## src/rtl/unary_pkg.sv

```systemverilog
// Shared types for the unary operand serializer: FSM state encoding and the
// default operand width.
package unary_pkg;

  localparam int DEFAULT_INPUT_WIDTH = 8;

  typedef enum logic [1:0] {
    IDLE  = 2'd0,
    CLEAR = 2'd1,
    SHIFT = 2'd2,
    DRAIN = 2'd3
  } state_t;

endpackage

```

## src/rtl/unary_shift_reg.sv

```systemverilog
// Parallel-load, LSB-first shift register; one instance per operand.
// The current serial bit is always available on lsb.
module unary_shift_reg #(
  parameter int WIDTH = 8
) (
  input  logic             clk,
  input  logic             reset,
  input  logic             load,
  input  logic [WIDTH-1:0] data,
  input  logic             shift,
  output logic             lsb
);

  logic [WIDTH-1:0] q;

  always_ff @(posedge clk or negedge reset) begin
    if (!reset) begin
      q <= '0;
    end else if (load) begin
      q <= data;
    end else if (shift) begin
      q <= {1'b0, q[WIDTH-1:1]};
    end
  end

  assign lsb = q[0];

endmodule

```

## src/rtl/unary_operand_serializer.sv

```systemverilog
// Streams operand pairs LSB-first to a unary multiplier as CLEAR/SHIFT/DRAIN
// frames, with a one-entry pending buffer so a second pair can queue up.
module unary_operand_serializer
  import unary_pkg::*;
#(
  parameter int INPUT_WIDTH  = DEFAULT_INPUT_WIDTH,
  parameter int COUNT_WIDTH  = $clog2(INPUT_WIDTH + 1),
  parameter int DRAIN_CYCLES = INPUT_WIDTH + 1
) (
  input  logic                   clk,
  input  logic                   reset,
  // Handshake: a pair transfers on a rising edge where in_valid && in_ready.
  // in_valid may be held; the pair is sampled only on the transferring edge.
  input  logic                   in_valid,
  output logic                   in_ready,
  input  logic [INPUT_WIDTH-1:0] a_word,
  input  logic [INPUT_WIDTH-1:0] b_word,
  output logic                   clr_n,
  output logic                   a,
  output logic                   b,
  output logic [1:0]             ready,
  output logic                   busy,
  output logic                   done,
  output state_t                 dbg_state
);

  localparam logic [COUNT_WIDTH-1:0] BIT_LAST   = COUNT_WIDTH'(INPUT_WIDTH - 1);
  localparam logic [COUNT_WIDTH-1:0] DRAIN_LAST = COUNT_WIDTH'(DRAIN_CYCLES - 1);

  state_t                 state_q, state_d;
  logic [COUNT_WIDTH-1:0] bit_cnt, bit_d;
  logic [COUNT_WIDTH-1:0] drain_cnt, drain_d;
  logic                   pending_full;
  logic [INPUT_WIDTH-1:0] pend_a, pend_b;
  logic                   accept, drain_exit;
  logic                   load, load_from_pend, pend_load, pend_clear;
  logic                   shift_en, a_lsb, b_lsb;
  logic [INPUT_WIDTH-1:0] load_a, load_b;

  assign in_ready   = !pending_full;
  assign accept     = in_valid && in_ready;
  assign drain_exit = (state_q == DRAIN) && (drain_cnt == DRAIN_LAST);
  assign dbg_state  = state_q;

  always_comb begin
    state_d        = state_q;
    bit_d          = bit_cnt;
    drain_d        = drain_cnt;
    load           = 1'b0;
    load_from_pend = 1'b0;
    pend_clear     = 1'b0;
    case (state_q)
      IDLE: begin
        if (accept) begin
          state_d = CLEAR;
          load    = 1'b1;
        end
      end
      CLEAR: begin
        state_d = SHIFT;
        bit_d   = '0;
      end
      SHIFT: begin
        if (bit_cnt == BIT_LAST) begin
          state_d = DRAIN;
          drain_d = '0;
        end else begin
          bit_d = bit_cnt + 1'b1;
        end
      end
      DRAIN: begin
        if (drain_cnt == DRAIN_LAST) begin
          if (pending_full) begin
            state_d        = CLEAR;
            load           = 1'b1;
            load_from_pend = 1'b1;
            pend_clear     = 1'b1;
          end else if (accept) begin
            // Pair arriving on the exit edge goes straight to active.
            state_d = CLEAR;
            load    = 1'b1;
          end else begin
            state_d = IDLE;
          end
        end else begin
          drain_d = drain_cnt + 1'b1;
        end
      end
      default: state_d = IDLE;
    endcase
  end

  assign pend_load = accept && (state_q != IDLE) && !drain_exit;
  assign load_a    = load_from_pend ? pend_a : a_word;
  assign load_b    = load_from_pend ? pend_b : b_word;
  // Shifting on the edge into SHIFT lets the registered output take bit 0
  // while the register advances to bit 1.
  assign shift_en  = (state_d == SHIFT);

  unary_shift_reg #(.WIDTH(INPUT_WIDTH)) u_shift_a (
    .clk   (clk),
    .reset (reset),
    .load  (load),
    .data  (load_a),
    .shift (shift_en),
    .lsb   (a_lsb)
  );

  unary_shift_reg #(.WIDTH(INPUT_WIDTH)) u_shift_b (
    .clk   (clk),
    .reset (reset),
    .load  (load),
    .data  (load_b),
    .shift (shift_en),
    .lsb   (b_lsb)
  );

  always_ff @(posedge clk or negedge reset) begin
    if (!reset) begin
      state_q      <= IDLE;
      bit_cnt      <= '0;
      drain_cnt    <= '0;
      pending_full <= 1'b0;
      pend_a       <= '0;
      pend_b       <= '0;
      clr_n        <= 1'b1;
      a            <= 1'b0;
      b            <= 1'b0;
      ready        <= 2'b00;
      busy         <= 1'b0;
      done         <= 1'b0;
    end else begin
      state_q   <= state_d;
      bit_cnt   <= bit_d;
      drain_cnt <= drain_d;
      if (pend_load) begin
        pend_a       <= a_word;
        pend_b       <= b_word;
        pending_full <= 1'b1;
      end else if (pend_clear) begin
        pending_full <= 1'b0;
      end
      // Outputs are decoded from the next state so they line up with state_q.
      clr_n <= (state_d != CLEAR);
      a     <= (state_d == SHIFT) && a_lsb;
      b     <= (state_d == SHIFT) && b_lsb;
      ready <= (state_d == SHIFT) ? 2'b11 : 2'b00;
      busy  <= (state_d != IDLE);
      done  <= (state_d == DRAIN) && (drain_d == DRAIN_LAST);
    end
  end

endmodule

```

## config.mk

```make
export PLATFORM = sky130hd
export DESIGN_NAME = unary_operand_serializer
export DESIGN_NICKNAME = d
export VERILOG_FILES = /design/src/rtl/unary_pkg.sv /design/src/rtl/unary_shift_reg.sv /design/src/rtl/unary_operand_serializer.sv
export SDC_FILE = /design/constraint.sdc
export NUM_CORES = 1
export LEC_CHECK = 0
export BUFFER_PORTS_ARGS = -buffer_cell sky130_fd_sc_hd__buf_2
export CORE_MARGIN = 5
export CORE_UTILIZATION = 30
export CTS_CLUSTER_SIZE = 16
export DETAILED_ROUTE_END_ITERATION = 8
export HOLD_SLACK_MARGIN = 0.02
export SYNTH_ARGS = -nofsm -noshare
export SYNTH_HDL_FRONTEND = slang
export SYNTH_SLANG_ARGS = --single-unit
```

## constraint.sdc

```tcl
create_clock -name clk -period 3.2 [get_ports clk]
set_clock_uncertainty 0.15 [all_clocks]
set_input_delay 0.32 -clock clk [delete_from_list [all_inputs] [get_ports clk]]
set_output_delay 0.32 -clock clk [all_outputs]
set_load 0.02 [all_outputs]
```

==> impl_metrics.toml, run 1 <==
[sta]
min_period_over_period = 0.757
slew_headroom = 0.446
max_freq_mhz = 413
setup_viol = 0
setup_ws_ps = 778
hold_viol_final = 0
slew_viol_final = 0
setup_tns_ps = 0
period_minus_slack_ps = 2420
tightest_slew_ps = 831
rsz0062_at_grt = "no"

[power_and_ir_drop]
switching_power_mw = 0.962
leakage_nw = 1.35
ir_drop_uv = 285
fin_total_pwr_mw = 2.34
power.density_nw_per_um2 = 842
clock_power_share = 0.155
p_comb_frac = 0.437
p_int_mw = 1.37
pwr-share-seq = 0.409
swShare = 0.412

[synthesis]
synth_cell_types = 42
yosysWarnings = 0
synthCells = 212
yosysTopAreaCell = "dfrtp_1"
avgSynthCellArea_um2 = 11.6
netlist_top_cells_area = "dfrtp_1 49%, mux2i_1 7.3%, mux2_2 7.3%"
ys.flop_type = "dfrtp_1"
synth-edff-count = 0
syn-cell-area_um2 = 2460
syn_nets = 238
ys_ff_latch = 49
synth_top_area_frac = 0.489
async_reset_ff_frac = 1.00
seq_area_frac_synth = 0.499

[drt]
drtPass1Iterations = 4
first_iter_violations = 82
postRouteAntennaNets = 0
routed_wl_um = 5110
wl_per_cell_um = 14.8
drc = 0
route.vias.total = 1682
viasPerCell = 4.86

[cts]
clock_sinks = 49
htreeDepth = 2
clk_pin_slew_ps = 90
cts_tree = "yes"
numCtsBuffers = 5
clk_path_buf_depth = 2
cts_root_buffer = "clkbuf_8"
insertion_delay_ps = 310

[final_layout]
area_growth_pct = 12.9
multiInputGateArea_um2 = 1120
final_cell_mix = "48 x dfrtp_1, 28 x buf_2, 18 x mux2i_1, 16 x mux2_2"
nFillCells = 838
drive_gt1_frac = 0.266
final_common_cell = "dfrtp_1"
antenna_cells = 0
seq_area_um2 = 1230
stdcell_area_um2 = 2780
nNetsFinal = 266

[floorplanning]
rows = 33
core_area_um2 = 8090
design.die.area_um2 = 10100
fp.dieW_um = 101
initial_utilization = 0.304
die_h_um = 101
io_pins = 29

[setup_path]
path_class = "register to register"
cp.arrival_ps = 2450
cp_top_family = "compound AO/OA/AOI/OAI gates"
slowest_delay_ps = 490
cp_cell_sequence = "inv_1, ha_1, a21oi_1, a32oi_1, o22ai_4, buf_4, inv_2, o21ai_0, a22oi_1"
crit_path_top_delay_cell = "dfrtp_1"
setup.worst_path.end_class = "register"
worstPathMaxFanout = 19
crit_buf_inv = 3
worstSetupStartpointType = "register"
required_ps = 3230

[grt]
grt_pass1_vias = 1798
grt_max_degree = 38
grt_first_pass_wirelength_um = 9020
antenna_found_initial = 0
overflow = 0
track_usage = 0.114

[place]
postPlaceCellArea_um2 = 2680
hpwl_um = 3540
dp_slack_ps = 803
port_buffers = 28
globalplace.congestion = 0.786

[outcome]
status = "finished, final reports clean"

[hold_path]
hold_class = "input port to register"

[flow_run]
cap_violations = 0
## worst paths after layout
path / from / endpoint / slack [ps] / cells past startpoint
setup reg to reg: dbg_state[0]$_DFF_PN0_ / u_shift_b.q[6]$_DFFE_PN0P_ / 780 / 9
min in group asynchronous: reset / bit_cnt[3]$_DFFE_PN0P_ / 500 / 2
setup / recovery: dbg_state[0]$_DFF_PN0_ / u_shift_b.q[6]$_DFFE_PN0P_ / 780 / 9
max in group asynchronous: reset / pend_b[4]$_DFFE_PN0P_ / 1700 / 3
hold reg to reg: pend_a[6]$_DFFE_PN0P_ / pend_a[6]$_DFFE_PN0P_ / 360 / 1
hold / removal: a_word[4] / pend_a[4]$_DFFE_PN0P_ / 100 / 2
## power by group through the flow
stage | logic [mW] | clock network, mW | registers [mW]
5_1_grt | 1.15 | 0.405 | 0.988
2_1_floorplan | 0.765 | 0 | 0.979
4_1_cts | 1.03 | 0.380 | 0.956
6_report | 1.02 | 0.362 | 0.955
3_3_place_gp | 1.01 | 0 | 0.958
3_5_place_dp | 1.02 | 0 | 0.969
## per-layer routing
metal,track usage,routed length [um]
met1,0.162,2550
met2,0.171,2320
met3,0.0242,149
met4,0.0435,82
met5,0,0
## layout make-up
type                    count  area share
flip-flops and latches     49       0.442
clock buffers               7      0.0275
repair buffers             33      0.0649
clock inverters             1     0.00271
multi-input cells         143       0.404
well taps                 105      0.0473
inverters                   8      0.0108
## per-stage QoR
step,cells,hold slack [ps],utilization
4_1_cts,346,92.5,0.343
3_5_place_dp,337,330,0.331
2_1_floorplan,212,-126,-
5_1_grt,346,97.6,0.343
3_3_place_gp,337,327,0.331
6_report,346,103,0.343
## cell usage after synthesis (all sizes together), types with 2 or more instances
cell type	n
ha	7
mux2i	18
o21ai	17
a21oi	3
a22oi	15
mux2	16
inv	8
a31oi	14
a22o	4
dfrtp	48
buf	11
nor3	2
a21boi	2
nand4b	2
o22ai	4
and2	2
nand2	11
nand2b	3
xnor2	2
nor2	5
nand3	3
and3	3
nand3b	2
## registers in the layout (all words and copies together), names as in the netlist, 2 cells and up
| register | flops |
|---|---|
| bit_cnt | 4 |
| dbg_state | 2 |
| drain_cnt | 4 |
| pend_a | 8 |
| pend_b | 8 |
| u_shift_a.q | 8 |
| u_shift_b.q | 8 |
## kinds of logic (layout without fill, tap and decap cells)
kind of cell    Yosys count  after routing  share of synthesized area
compound gates           64             64                      0.183
xor+xnor                  3              3                     0.0107
fa+ha+maj                 7              7                     0.0356
buf+inv                  20             49                     0.0438
flops                    49             49                      0.499
mux                      34             34                      0.147
simple gates             35             35                     0.0810
## what timing repair did
item | 4_1_cts | 5_1_grt
hold endpoints to repair | 35 | 0
resized for setup | 0 | 0
buffers inserted | 0 | 0
hold buffers | 1 | 0
Note: power is estimated with default switching activity, not from simulation.
==> run 2, diff against run 1 <==
- ABC_AREA: unset -> 1
- clock period: 3.2 -> 2.35 ns (I/O delays scaled with it)
==> run 2 against run 1 <==
Register-to-register slack lost 530 ps. Utilization shrank 0.50 points. Worst setup slack lost 530 ps. Clock power grew 37%. Critical path type unchanged. Largest cell class unchanged. Highest routed layer unchanged.
==> impl_metrics.toml, run 2 <==
[synthesis]
syn-cell-area_um2 = 2650
yosysTopAreaCell = "dfrtp_1"
synthTopCellsByCount = "120 x nand2_1, 48 x dfrtp_1, 35 x inv_1, 25 x o21ai_0, 24 x nand3_1"
syn_nets = 353
ys.flop_type = "dfrtp_1"
synth_top_area_frac = 0.453
ys_ff_latch = 49
synthCells = 327
avgSynthCellArea_um2 = 8.12
synth-edff-count = 0
synth_cell_types = 31
async_reset_ff_frac = 1.00
netlist_top_cells_area = "dfrtp_1 45%, nand2_1 17%, inv_1 5.0%"
yosysWarnings = 0
yosysMostFrequentCell = "nand2_1"
seq_area_frac_synth = 0.463

[sta]
hold_slack_ps = 41.0
setup_tns_ps = 0
tightest_slew_ps = 627
hold_viol_final = 0
slew_viol_final = 0
min_period_over_period = 0.895
setup_viol = 0
period_minus_slack_ps = 2100
slew_headroom = 0.582
max_freq_mhz = 475
rsz0062_at_grt = "no"

[place]
dp_cells = 453
hpwl_um = 3580
port_buffers = 28
globalplace.congestion = 0.772

[setup_path]
reg2regPathDepth = 8
setup.worst_path.end_class = "register"
worstSetupStartpointType = "register"
r2r_start = "dbg_state[0]$_DFF_PN0_"
cp.arrival_ps = 2150
r2r_end = "u_shift_a.q[1]$_DFFE_PN0P_"
worstSetupStartpoint = "dbg_state[0]$_DFF_PN0_"
rrSetupSlack_ps = 250
path_class = "register to register"
cp-endpoint = "u_shift_a.q[1]$_DFFE_PN0P_"
required_ps = 2400
worstPathMaxFanout = 20

[power_and_ir_drop]
p_int_mw = 1.79
leakage_nw = 1.54
swShare = 0.407
power.density_nw_per_um2 = 1030
clock_power_share = 0.164
ir_drop_uv = 371
p_comb_frac = 0.376
switching_power_mw = 1.23
pwr-share-seq = 0.459

[drt]
routed_wl_um = 5010
first_iter_violations = 113
viasPerCell = 4.44
drc = 0
route.vias.total = 2053
postRouteAntennaNets = 0
drtPass1Iterations = 4
wl_per_cell_um = 10.9

[outcome]
status = "finished, final reports clean"

[final_layout]
drive_gt1_frac = 0.203
nFillCells = 942
antenna_cells = 0
final_cell_mix = "120 x nand2_1, 48 x dfrtp_1, 35 x inv_1, 28 x buf_2, 25 x o21ai_0"
final_cell_count_no_fill = 462
final_common_cell = "nand2_1"
area_growth_pct = 10.5
utilization = 0.338
nNetsFinal = 379

[cts]
cts_root_buffer = "clkbuf_8"
clk_pin_slew_ps = 90
insertion_delay_ps = 300
clk_path_buf_depth = 2
htreeDepth = 2
postCtsSetupBuffers = 0
cts_tree = "yes"
numCtsBuffers = 5
clock_sinks = 49

[grt]
overflow = 0
antenna_found_initial = 0
grt_pass1_vias = 2023
track_usage = 0.100
grt_first_pass_wirelength_um = 9160
grt_max_degree = 50

[floorplanning]
io_pins = 29
rows = 34
design.die.area_um2 = 10800
die_h_um = 104
core_area_um2 = 8680
fp.dieW_um = 104
initial_utilization = 0.306

[hold_path]
hold_class = "input port to register"

[flow_run]
cap_violations = 0
## run 2: cells by family (layout without fill, tap and decap cells)
group / after synthesis / count (layout) / share of synthesized area
DFF: 49 / 49 / 0.463
buffers and inverters: 52 / 79 / 0.106
AOI/OAI and AO/OA: 43 / 43 / 0.0957
adders and majority gates: 7 / 7 / 0.0330
and+or+nand+nor: 172 / 172 / 0.290
xor gates and xnor gates: 4 / 4 / 0.0132
## run 2: layout make-up
type | count | area (um^2) | area share
clock inverters | 3 | 17.5 | 0.00597
flip-flops and latches | 49 | 1230 | 0.419
well taps | 108 | 135 | 0.0461
repair buffers | 33 | 193 | 0.0657
multi-input cells | 226 | 1150 | 0.391
clock buffers | 5 | 68.8 | 0.0235
inverters | 38 | 145 | 0.0495
## run 2: layer usage
metal / GRT usage / share of wire / vias to the layer above
met1: 0.133 / 0.50 / 951
met3: 0.0261 / 0.039 / 5
met2: 0.158 / 0.45 / 31
met4: 0.0333 / 0.012 / 0
li1: - / - / 1066
met5: 0 / 0 / -
## run 2: metrics by stage
stage	power (mW)	cell area (um^2)	worst slack (ps)
3_3_place_gp	2.52	2840	321
6_report	3.02	2930	246
5_1_grt	3.30	2930	34.5
3_5_place_dp	2.56	2840	232
2_1_floorplan	2.39	2650	370
4_1_cts	3.07	2930	223
## run 2: worst min-delay path by stage
| stage | cells after the start | slack, ps | start | end |
|---|---|---|---|---|
| final | 3 | 40 | b_word[1] | pend_b[1]$_DFFE_PN0P_ |
| after global routing | 3 | 60 | b_word[1] | pend_b[1]$_DFFE_PN0P_ |
| after CTS | 3 | 40 | b_word[1] | pend_b[1]$_DFFE_PN0P_ |
| after detailed placement | 2 | 240 | reset | drain_cnt[1]$_DFF_PN0_ |
| after global placement | 2 | 230 | reset | drain_cnt[1]$_DFF_PN0_ |
| after floorplan | 0 | -210 | reset | a$_DFF_PN0_ |
## run 2: repair_timing
item | CTS | global route
hold endpoints to repair | 48 | 0
resized for setup | 0 | 0
hold buffers | 1 | 0
## run 2: critical path: stages (launching register included)
cell and delay (ps):
dfrtp_1 460, inv_1 110, ha_1 280, o21ai_0 320, nand2_4 110, nand3_4 250
nand2_4 180, nand2_1 100, nand2_1 50
## run 2: power by group through the flow
stage | clock network [mW] | logic, mW | registers, mW
2_1_floorplan | 0 | 0.993 | 1.40
3_3_place_gp | 0 | 1.13 | 1.39
3_5_place_dp | 0 | 1.16 | 1.40
4_1_cts | 0.518 | 1.16 | 1.39
5_1_grt | 0.549 | 1.32 | 1.43
6_report | 0.496 | 1.14 | 1.39
